$ cat src/rtl/fifo_rd_fwft.sv
// fifo_rd_fwft: read-domain output stage of the async FIFO.
// Turns the empty/rd_en pull interface of the FIFO RAM into a
// first-word-fall-through valid/ready stream. A 3-entry prefetch buffer covers
// the 1-cycle RAM latency, so a consumer that is always ready gets one word per
// r_clk. rd_en depends only on registered state, fifo_empty and rst. It has no
// path from out_ready.
// Optional build macro RD_FWFT_STATS_EN adds the xfer_cnt/stall_cnt outputs.
module fifo_rd_fwft #(
   parameter int unsigned DATA_W = 8
) (
   input  logic              r_clk,
   input  logic              rst,
   input  logic              fifo_empty,
   output logic              rd_en,
   input  logic [DATA_W-1:0] mem_rdata,
   output logic              out_valid,
   input  logic              out_ready,
   output logic [DATA_W-1:0] out_data
`ifdef RD_FWFT_STATS_EN
   ,
   output logic [15:0]       xfer_cnt,
   output logic [15:0]       stall_cnt
`endif
);

   localparam int unsigned DEPTH = 3;
   localparam int unsigned IDX_W = 2;
   localparam int unsigned OUT_W = 3;
   localparam logic [IDX_W-1:0] LAST_IDX = IDX_W'(DEPTH - 1);

   // Prefetch buffer and its bookkeeping.
   logic [DATA_W-1:0] store_q [DEPTH];
   logic [DATA_W-1:0] store_d [DEPTH];
   logic [IDX_W-1:0]  head_q, head_d;
   logic [IDX_W-1:0]  tail_q, tail_d;
   logic [IDX_W-1:0]  occ_q, occ_d;
   logic              inflight_q;

   logic              push;
   logic              pop;
   logic [OUT_W-1:0]  outstanding_c;
   logic              out_valid_d;
   logic [DATA_W-1:0] out_data_d;

   // Advance a circular-buffer index, wrapping after the last entry.
   function automatic logic [IDX_W-1:0] idx_inc(input logic [IDX_W-1:0] idx);
      return (idx == LAST_IDX) ? IDX_W'(0) : IDX_W'(idx + IDX_W'(1));
   endfunction

   // Issue a RAM read only when every word already requested still has room.
   always_comb begin
      outstanding_c = OUT_W'(occ_q) + OUT_W'(inflight_q);
      rd_en         = ~rst & ~fifo_empty & (outstanding_c < OUT_W'(DEPTH));
   end

   // Next-state logic: write returning RAM data at tail, pop at head, and
   // precompute the head word so out_data can come straight from a flop.
   always_comb begin
      push    = inflight_q;
      pop     = out_valid & out_ready;
      store_d = store_q;
      head_d  = head_q;
      tail_d  = tail_q;
      if (push) begin
         store_d[tail_q] = mem_rdata;
         tail_d          = idx_inc(tail_q);
      end
      if (pop) begin
         head_d = idx_inc(head_q);
      end
      occ_d       = IDX_W'(OUT_W'(occ_q) + OUT_W'(push) - OUT_W'(pop));
      out_valid_d = (occ_d != IDX_W'(0));
      out_data_d  = store_d[head_d];
   end

   // State registers. Reset drops buffered and in-flight words at once.
   always_ff @(posedge r_clk or posedge rst) begin
      if (rst) begin
         for (int i = 0; i < int'(DEPTH); i++) begin
            store_q[i] <= '0;
         end
         head_q     <= '0;
         tail_q     <= '0;
         occ_q      <= '0;
         inflight_q <= 1'b0;
         out_valid  <= 1'b0;
         out_data   <= '0;
      end else begin
         store_q    <= store_d;
         head_q     <= head_d;
         tail_q     <= tail_d;
         occ_q      <= occ_d;
         inflight_q <= rd_en;
         out_valid  <= out_valid_d;
         out_data   <= out_data_d;
      end
   end

`ifdef RD_FWFT_STATS_EN
   // Transfer counter wraps. The stall counter saturates at all-ones.
   always_ff @(posedge r_clk or posedge rst) begin
      if (rst) begin
         xfer_cnt  <= '0;
         stall_cnt <= '0;
      end else begin
         if (pop) begin
            xfer_cnt <= xfer_cnt + 16'd1;
         end
         if (out_valid && !out_ready && (stall_cnt != 16'hFFFF)) begin
            stall_cnt <= stall_cnt + 16'd1;
         end
      end
   end
`endif

`ifndef SYNTHESIS
   // Storage can never be oversubscribed.
   a_no_overflow : assert property (@(posedge r_clk) disable iff (rst)
      outstanding_c <= OUT_W'(DEPTH));

   // A returning word always finds a free entry.
   a_push_has_room : assert property (@(posedge r_clk) disable iff (rst)
      !(push && (occ_q == IDX_W'(DEPTH))));

   // The RAM is never popped while it is empty.
   a_no_rd_when_empty : assert property (@(posedge r_clk) disable iff (rst)
      !(rd_en && fifo_empty));

   // out_valid is a registered copy of occupancy != 0.
   a_valid_matches_occ : assert property (@(posedge r_clk) disable iff (rst)
      out_valid == (occ_q != IDX_W'(0)));
`endif

endmodule

$ cat config.mk
export PLATFORM = sky130hd
export DESIGN_NAME = fifo_rd_fwft
export DESIGN_NICKNAME = d
export VERILOG_FILES = /design/src/rtl/fifo_rd_fwft.sv
export SDC_FILE = /design/constraint.sdc
export NUM_CORES = 1
export LEC_CHECK = 0
export ABC_AREA = 1
export CAP_MARGIN = 20
export CORE_ASPECT_RATIO = 1.25
export CORE_UTILIZATION = 57
export CTS_BUF_LIST = sky130_fd_sc_hd__clkbuf_4
export DETAILED_ROUTE_END_ITERATION = 16
export PLACE_DENSITY_LB_ADDON = 0.3
export SYNTH_ARGS = -nofsm -noshare
export SYNTH_HDL_FRONTEND = slang
export SYNTH_SLANG_ARGS = --single-unit
$ cat constraint.sdc
create_clock -name r_clk -period 1.5 [get_ports r_clk]
set_input_delay 0.3 -clock r_clk [delete_from_list [all_inputs] [get_ports r_clk]]
set_output_delay 0.3 -clock r_clk [all_outputs]
set_load 0.05 [all_outputs]
---- After elaboration in Yosys (flattened, before gate mapping) ----
Index checks and enable logic that the tools add are counted.
storage, ports and cells
  word-level logic and storage cells ...... 38
  register bits after elaboration ......... 40
  output and inout bits ................... 10
  input port bits ......................... 12
operators by class
  add/sub/neg operators ................... 4
  eq/ne operators ......................... 2
  bitwise operators ....................... 7
  reduce and logical (&&, ||, !) cells .... 2
  order comparisons ....................... 4
  multiplexer cells ....................... 10
operators by type and width
  cell                                                                          count
  24-bit bitwise mux                                                            1
  24-bit 2-to-1 mux                                                             1
  8-bit 2-to-1 mux                                                              3
  8-bit binary-select mux with 2-bit select                                     1
  8-bit demux with 2-bit select                                                 1
  3-bit greater-or-equal comparator, second input constant                      2
  2-bit 2-to-1 mux                                                              3
  2-bit inverter with 3-bit output                                              2
  2-bit by 1-bit adder with 2-bit output, second input constant                 2
  2-bit == test, second input constant                                          2
  2-bit by 1-bit adder with 3-bit output                                        1
  1-bit bitwise AND                                                             3
  3-bit by 1-bit less-than comparator with 1-bit output, second input constant  1
  3-bit by 2-bit less-than comparator with 1-bit output, second input constant  1
  1-bit inverter                                                                2
  2-bit nonzero test                                                            1
  2-bit by 1-bit subtractor with 2-bit output                                   1
  1-bit logical AND                                                             1

---- Longest topological paths before layout ----
Gate-level depths: netlist of the first run.
  depth after elaboration ................. 10
  depth in mapped cells ................... 9
  mapped depth without buffers ............ 8

---- Least setup slack after synthesis of the first run ----
Ideal clock, no wire load.
  path kind ............................... register to output
  from .................................... reg inflight_q
  to ...................................... out rd_en
  slack ................................... -0.451 ns
  required time ........................... 1.200 ns
  data arrival time ....................... 1.651 ns
  stages on the path, launching flop included .. 6
  path through ............................ dfrtp_1 > ha_1 > ha_1 > inv_1 > o21ai_0 > nor2_1
between the ends
  cells in the longest elaborated chain, start to end .. 3
ends and longest elaborated chain
  what                                                   RTL line  RTL
  start, declared                                        37        logic inflight_q;
  start signal, assigned                                 93        inflight_q <= rd_en;
  2-bit by 1-bit adder with 3-bit output                 n/a
  3-bit by 2-bit less-than comparator with 1-bit output  53        rd_en = ~rst & ~fifo_empty & (outstanding_c < OUT_W'(DEPTH));
  1-bit bitwise AND                                      53
  end, declared                                          14        output logic rd_en,
Every way passes these cells.

---- Worst setup path in the final report of the first run ----
Same ends and word-level chain as after synthesis.

==> results.cfg, run 1 <==
[cells_and_area]
antennaDiodeCount = 0
final_layout_size_suffix_gt1_share_pct = 20.5
layout.nets = 258
areaGrowthSynthToFinish_pct = 31.0
stdcell_area_mm2 = 0.00234

[place]
placed_cell_area_mm2 = 0.00225
place_ws_ns = -0.0723
numPortBuffers = 21
gp_congestion = 0.821
dp_hpwl_um = 2630

[global_routing]
antenna_found_initial = 0
grt_start_max_net_pins = 41
grt_pass1_wl_um = 6600
grt_pass1_vias = 1486
grtUsageTotal_pct = 27.6
overflow = 0

[clocking]
clk_latency_ns = 0.36
numCtsBuffers = 5
path_clk_slew_ns = 0.11
tritoncts = yes
cts.path.max_buffers = 2
clockRootBuffer = clkbuf_4
cts_sinks = 40
ctsHtreeMaxLevel = 2

[floorplanning]
start_util_pct = 60.2
rows = 22
io_pins = 22
die_w_um = 52.1
core-area_mm2 = 0.00297
die_y_um = 64.7
die_area_mm2 = 0.00337

[setup_path]
worst_setup_path_start_kind = flop
cp.arrival_ns = 1.57
crit_required_ns = 1.20
worst_setup_path_end_kind = output pin
crit_type = reg -> out
reg2reg_depth = 7
r2r_slack_ns = 0.04
reg2reg_to = occ_q[1]$_DFF_PP0_
timing.rr.start = inflight_q$_DFF_PP0_
worstPathMaxFanout = 2
worstSetupStartpoint = inflight_q$_DFF_PP0_

[timing]
skew_ns = 0.0182
fin_ws_ns = -0.372
fmaxAchievable_mhz = 534
tightest_slew_ns = 0.307
setup_viol = 1
slew_violations = 0
rsz0062_at_grt = true
min_period_ns = 1.87
period_share_pct = 125
relSlewSlack_pct = 79.5
final_hold_viol_count = 0

[yosys]
synth_nets = 223
yosysSeqAreaShare_pct = 55.9
synth.avg_cell_area_um2 = 8.61
synth.ff_latch_count = 40
ys_types = 20
netlist_area_mm2 = 0.00179
synthCells = 208
ys_warn_count = 0

[detailed_routing]
wirelength_um = 3770
dr.pass1.iters = 4
drc = 0
first_iter_violations = 44
vias = 1469
vias_per_cell = 5.25
antenna_left = 0
wl_per_cell_um = 13.5

[pwr]
p_leak_uw = 0.00123
power.density_mw_per_mm2 = 2350
irDropWorstVdd_v = 0.00184

[status]
outcome = finished, violations left
violations = negative setup slack

[worst_hold_path]
hold_class = in -> async

[job]
drv_cap = 0
==> critical path: stages, from the launching register on <==
cell and delay, ns:
dfrtp_1 0.40, ha_2 0.19, ha_4 0.27, inv_4 0.03
o21ai_4 0.13, nor2_4 0.05, buf_12 0.14
==> cell type report <==
type / count / area, µm²
Tap cell: 36 / 45.0
Inverter: 33 / 129
Sequential cell: 40 / 1000
Timing Repair Buffer: 33 / 425
Clock buffer: 7 / 52.6
Multi-Input combinational cell: 130 / 686
Fill cell: 200 / 628
Clock inverter: 1 / 5.00
==> report_power, final <==
group          switching, µW  internal (µW)  leakage (µW)  total (µW)
registers                293           1620      0.000474        1910
logic                   1740           1290      0.000717        3030
clock network            341            219     0.0000361         560
total                   2370           3130       0.00123        5500
==> what timing repair did <==
action	4_1_cts	5_1_grt
resized for setup	5	1
endpoints found under the setup margin	1	5
setup buffers	1	0
hold buffers	0	0
pin swaps	4	0
==> cells by family (layout without fill, tap and decap cells) <==
| logic type | Yosys count | after routing | synth area share [%] |
|---|---|---|---|
| flip-flops | 40 | 40 | 55.9 |
| adder cells (fa/ha/maj) | 3 | 3 | 2.10 |
| AO/OA/AOI/OAI | 14 | 14 | 4.54 |
| AND/OR/NAND/NOR | 113 | 113 | 28.9 |
| buffers and inverters | 38 | 74 | 8.53 |
==> cells in the final DEF, fill, tap and decap left out <==
| cell | netlist | layout |
|---|---|---|
| inv_4 | 1 | 2 |
| or2_4 | 0 | 1 |
| dfrtp_2 | 0 | 1 |
| nor2_4 | 1 | 3 |
| clkbuf_4 | 0 | 7 |
| inv_2 | 2 | 2 |
| o21ai_2 | 3 | 3 |
| buf_4 | 1 | 10 |
| nand2_4 | 1 | 1 |
| clkdlybuf4s50_1 | 0 | 11 |
| clkinv_2 | 0 | 1 |
| o21ai_0 | 3 | 2 |
| o21ai_4 | 0 | 1 |
| nand3_2 | 2 | 3 |
| nand2_2 | 1 | 1 |
| ha_2 | 0 | 1 |
| nand3_1 | 33 | 32 |
| o21ai_1 | 8 | 8 |
| nand4_1 | 8 | 8 |
| nor2_1 | 3 | 1 |
| dfrtp_1 | 40 | 39 |
| ha_4 | 0 | 1 |
| buf_12 | 0 | 12 |
| inv_1 | 30 | 29 |
| ha_1 | 3 | 1 |
| nand2_1 | 63 | 63 |
==> registers in the layout, summed over array words and instances, names as in the netlist <==
name and cells:
head_q 2, inflight_q 1, occ_q 2, out_data 8, out_valid 1, store_q 24
tail_q 2
==> worst max path at each step <==
stage          slack (ns)               endpoint  cells past startpoint
6_report            -0.37                  rd_en                      6
5_1_grt             -0.43                  rd_en                      6
4_1_cts             -0.40                  rd_en                      6
3_5_place_dp        -0.07  out_data[3]$_DFF_PP0_                      9
3_3_place_gp        -0.03  out_data[1]$_DFF_PP0_                      9
2_1_floorplan       -0.02                  rd_en                      5
==> cell usage after synthesis (all sizes together) <==
library cell | number | area (µm²)
buf | 4 | 22.5
clkbuf | 1 | 3.75
dfrtp | 40 | 1000
ha | 3 | 37.5
inv | 33 | 126
nand2 | 65 | 254
nand3 | 35 | 185
nand4 | 8 | 50.1
nor2 | 4 | 22.5
o21ai | 14 | 81.3
or2 | 1 | 6.26
==> routing by layer <==
layer,GRT usage [%],vias to the layer above,wire [µm]
li1,-,731,-
met1,32.8,669,1480
met2,44.7,53,1900
met3,6.57,16,234
met4,16.1,0,149
met5,0,-,0
==> per-stage QoR <==
step           total power [µW]  hold slack, ns  utilization [%]  instances  TNS [ns]
3_5_place_dp               4850           0.455             75.8        271    -0.623
5_1_grt                    5880           0.406             78.9        280    -0.543
3_3_place_gp               4760           0.448             75.8        271    -0.211
2_1_floorplan              3620           0.420                -        208   -0.0153
4_1_cts                    5510           0.387             78.7        280    -0.397
6_report                   5500           0.391             78.9        280    -0.372
Power figures use the tool's default switching activity.
==> run 2, diff against run 1 <==
CTS_CLUSTER_DIAMETER = 40   (was not set)
SKIP_CTS_REPAIR_TIMING = 1   (was not set)
==> results.cfg, run 2 (same netlist as run 1, synthesis figures left out) <==
[status]
outcome = finished, violations left
violations = negative setup slack

[global_routing]
overflow = 0
grtUsageTotal_pct = 27.2
grt_pass1_wl_um = 6510
grt_pass1_vias = 1472
grt_start_max_net_pins = 41
antenna_found_initial = 0

[clocking]
tritoncts = yes
ctsHtreeMaxLevel = 2
clockRootBuffer = clkbuf_4
clk_latency_ns = 0.36
cts.path.max_buffers = 2
path_clk_slew_ns = 0.11
numCtsBuffers = 5
cts_sinks = 40

[timing]
period_share_pct = 125
final_hold_viol_count = 0
rsz0062_at_grt = true
fmaxAchievable_mhz = 534
min_period_ns = 1.87
holdWs_ns = 0.395
tightest_slew_ns = 0.311
slew_violations = 0
relSlewSlack_pct = 79.3
setup_viol = 1
tns_ns = -0.373
fin_ws_ns = -0.373
skew_ns = 0.0192

[cells_and_area]
stdcell_area_mm2 = 0.00233
final_layout_size_suffix_gt1_share_pct = 20.1
layout.nets = 258
fill_cells = 201
largest_reg_flops = 24
most-common-layout-cells = nand2_1 (63), dfrtp_1 (39), nand3_1 (33)
finalNonFillerCells = 280
antennaDiodeCount = 0
areaGrowthSynthToFinish_pct = 30.4
largest-register = store_q
layout_commonest_cell = nand2_1
top_regs = store_q x24, out_data x8

[detailed_routing]
first_iter_violations = 45
drc = 0
vias = 1467
wirelength_um = 3730
wl_per_cell_um = 13.3
antenna_left = 0
vias_per_cell = 5.24
dr.pass1.iters = 4

[setup_path]
worst_setup_path_start_kind = flop
worst_setup_path_end_kind = output pin
worstSetupStartpoint = inflight_q$_DFF_PP0_
reg2reg_depth = 7
timing.rr.start = inflight_q$_DFF_PP0_
cp.arrival_ns = 1.57
crit_required_ns = 1.20
crit_type = reg -> out
worstPathMaxFanout = 2

[place]
gp_congestion = 0.821
dp_hpwl_um = 2630
place_inst = 271
placed_cell_area_mm2 = 0.00225
numPortBuffers = 21

[job]
drv_cap = 0

[floorplanning]
core-area_mm2 = 0.00297
io_pins = 22
die_w_um = 52.1
rows = 22
die_y_um = 64.7
start_util_pct = 60.2
die_area_mm2 = 0.00337

[worst_hold_path]
hold_class = in -> async

[pwr]
irDropWorstVdd_v = 0.00182
p_leak_uw = 0.00122
power_uw = 5460
power.density_mw_per_mm2 = 2340
-- run 2: cell counts in the layout (fill, tap and decap cells not counted) --
No cell type changed its count.
-- run 2: worst paths after layout --
| kind | endpoint | slack, ns |
|---|---|---|
| max reg2reg | out_valid$_DFF_PP0_ | 0.03 |
| min in group r_clk | store_q[9]$_DFF_PP0_ | 0.48 |
| min | occ_q[1]$_DFF_PP0_ | 0.39 |
| max in group asynchronous | store_q[5]$_DFF_PP0_ | 0.90 |
| min reg2reg | store_q[9]$_DFF_PP0_ | 0.48 |
| max | rd_en | -0.37 |
-- run 2: worst max-delay path, cell delays in order (launching register included) --
cell and delay, ns:
dfrtp_1 0.40, ha_2 0.19, ha_4 0.27, inv_4 0.03
o21ai_4 0.13, nor2_4 0.06, buf_12 0.14
-- run 2: final cells by class --
cell class	count	area, µm²	area share, %
Multi-Input combinational cell	130	676	28.9
Timing Repair Buffer	33	425	18.2
Clock inverter	1	5.00	0.214
Inverter	33	129	5.52
Clock buffer	7	52.6	2.25
Tap cell	36	45.0	1.93
Sequential cell	40	1000	42.9
-- run 2: report_power, final --
part	internal, µW	total, µW	switching, µW
logic	1280	3000	1720
clock network	219	553	334
registers	1620	1910	293
total	3110	5460	2350
-- run 2: metrics by stage --
| stage | util [%] | setup slack (ns) |
|---|---|---|
| 3_3_place_gp | 75.8 | -0.0306 |
| 4_1_cts | 77.8 | -0.455 |
| 6_report | 78.5 | -0.373 |
| 2_1_floorplan | - | -0.0153 |
| 3_5_place_dp | 75.8 | -0.0723 |
| 5_1_grt | 78.5 | -0.433 |
-- run 2: per-layer routing --
metal | track usage (%) | wire, µm
met5 | 0 | 0
met4 | 16.1 | 107
met3 | 6.57 | 188
met2 | 43.9 | 1950
met1 | 32.3 | 1480
==> run 3, diff against run 2 <==
MAX_ROUTING_LAYER = met4   (was not set)
PLACE_DENSITY = 0.84   (was not set)
PLACE_DENSITY_LB_ADDON = not set   (was 0.3)
==> results.cfg, run 3 (same netlist as run 1, synthesis figures left out) <==
[setup_path]
worst_setup_path_end_kind = output pin
worstPathCellList = ha_2, ha_4, inv_4, o21ai_4, nor2_4, buf_12
worst_setup_path_start_kind = flop
reg2reg_depth = 6
r2r_slack_ns = 0.05
reg2reg_to = out_data[2]$_DFF_PP0_
cp.arrival_ns = 1.57
max_stage_delay_ns = 0.41
timing.rr.start = inflight_q$_DFF_PP0_
worstPathMaxFanout = 2
cpLargestDelayFamily = adder cells
slowest_stage = dfrtp_1
crit_type = reg -> out
critical_path_buf_inv_count = 2
crit_required_ns = 1.20

[global_routing]
grtUsageTotal_pct = 26.9
grt_pass1_vias = 1427
antenna_found_initial = 0
grt_start_max_net_pins = 22
overflow = 0
grt_pass1_wl_um = 6350

[timing]
slew_violations = 0
fin_ws_ns = -0.370
final_hold_viol_count = 0
skew_ns = 0.00671
period_share_pct = 125
min_period_ns = 1.87
tightest_slew_ns = 0.267
setup_viol = 1
fmaxAchievable_mhz = 535
holdWs_ns = 0.404
relSlewSlack_pct = 82.2
rsz0062_at_grt = true

[cells_and_area]
areaGrowthSynthToFinish_pct = 29.0
final_layout_size_suffix_gt1_share_pct = 19.3
top_regs = store_q x24, out_data x8
layout_commonest_cell = nand2_1
fill_cells = 191
largest_reg_flops = 24
stdcell_area_mm2 = 0.00231
layout.nets = 259
largest-register = store_q
antennaDiodeCount = 0
most-common-layout-cells = nand2_1 (63), dfrtp_1 (39), nand3_1 (33)

[floorplanning]
start_util_pct = 60.2
rows = 22
die_y_um = 64.7
die_w_um = 52.1
core-area_mm2 = 0.00297
io_pins = 22
die_area_mm2 = 0.00337

[detailed_routing]
vias_per_cell = 5.36
antenna_left = 0
first_iter_violations = 77
drc = 0
wl_per_cell_um = 13.9
dr.pass1.iters = 4
vias = 1500
wirelength_um = 3890

[pwr]
p_leak_uw = 0.00121
power.density_mw_per_mm2 = 2340
irDropWorstVdd_v = 0.00169

[job]
drv_cap = 0

[status]
outcome = finished, violations left
violations = negative setup slack

[clocking]
cts_sinks = 40
cts.path.max_buffers = 2
tritoncts = yes
clk_latency_ns = 0.34
numCtsBuffers = 5
clockRootBuffer = clkbuf_4
ctsHtreeMaxLevel = 2
path_clk_slew_ns = 0.11

[place]
placed_cell_area_mm2 = 0.00224
dp_hpwl_um = 2760
numPortBuffers = 21
gp_congestion = 0.874

[worst_hold_path]
hold_class = in -> async
-- run 3: final cells by class --
type	count	area, µm²	area share (%)
clock inverters	2	7.51	0.325
inverters	33	129	5.58
well taps	36	45.0	1.95
flip-flops and latches	40	1000	43.4
repair buffers	34	408	17.7
clock buffers	5	37.5	1.63
multi-input cells	130	681	29.5
-- run 3: report_power, final --
group          internal (µW)  total (µW)  switching (µW)
registers               1620        1910             291
logic                   1230        2990            1760
clock network            164         494             331
total                   3010        5400            2390
-- run 3: worst min-delay path, stage by stage --
cell and delay (ns):
clkdlybuf4s50_1 0.47, inv_1 0.10, buf_4 0.26
-- run 3: worst max path at each step --
stage	from	cells after the start	end
3_5_place_dp	out_ready	9	out_data[1]$_DFF_PP0_
3_3_place_gp	inflight_q$_DFF_PP0_	6	rd_en
2_1_floorplan	inflight_q$_DFF_PP0_	5	rd_en
4_1_cts	inflight_q$_DFF_PP0_	6	rd_en
6_report	inflight_q$_DFF_PP0_	6	rd_en
5_1_grt	inflight_q$_DFF_PP0_	6	rd_en
-- run 3: stage by stage --
stage          power [µW]  TNS (ns)  setup slack, ns  cells  util (%)
6_report             5400    -0.370           -0.370    280      77.7
5_1_grt              5750    -0.429           -0.429    280      77.7
4_1_cts              5350    -0.433           -0.433    280      77.0
3_5_place_dp         4840    -0.455          -0.0586    273      75.5
3_3_place_gp         4730    -0.143          -0.0320    273      75.5
2_1_floorplan        3620   -0.0153          -0.0153    208         -
-- run 3: routing by layer --
layer	vias up	GRT usage, %	wire, µm
li1	740	-	-
met1	715	33.1	1660
met2	37	43.4	2020
met3	8	5.63	162
met4	0	9.54	47
met5	-	-	0
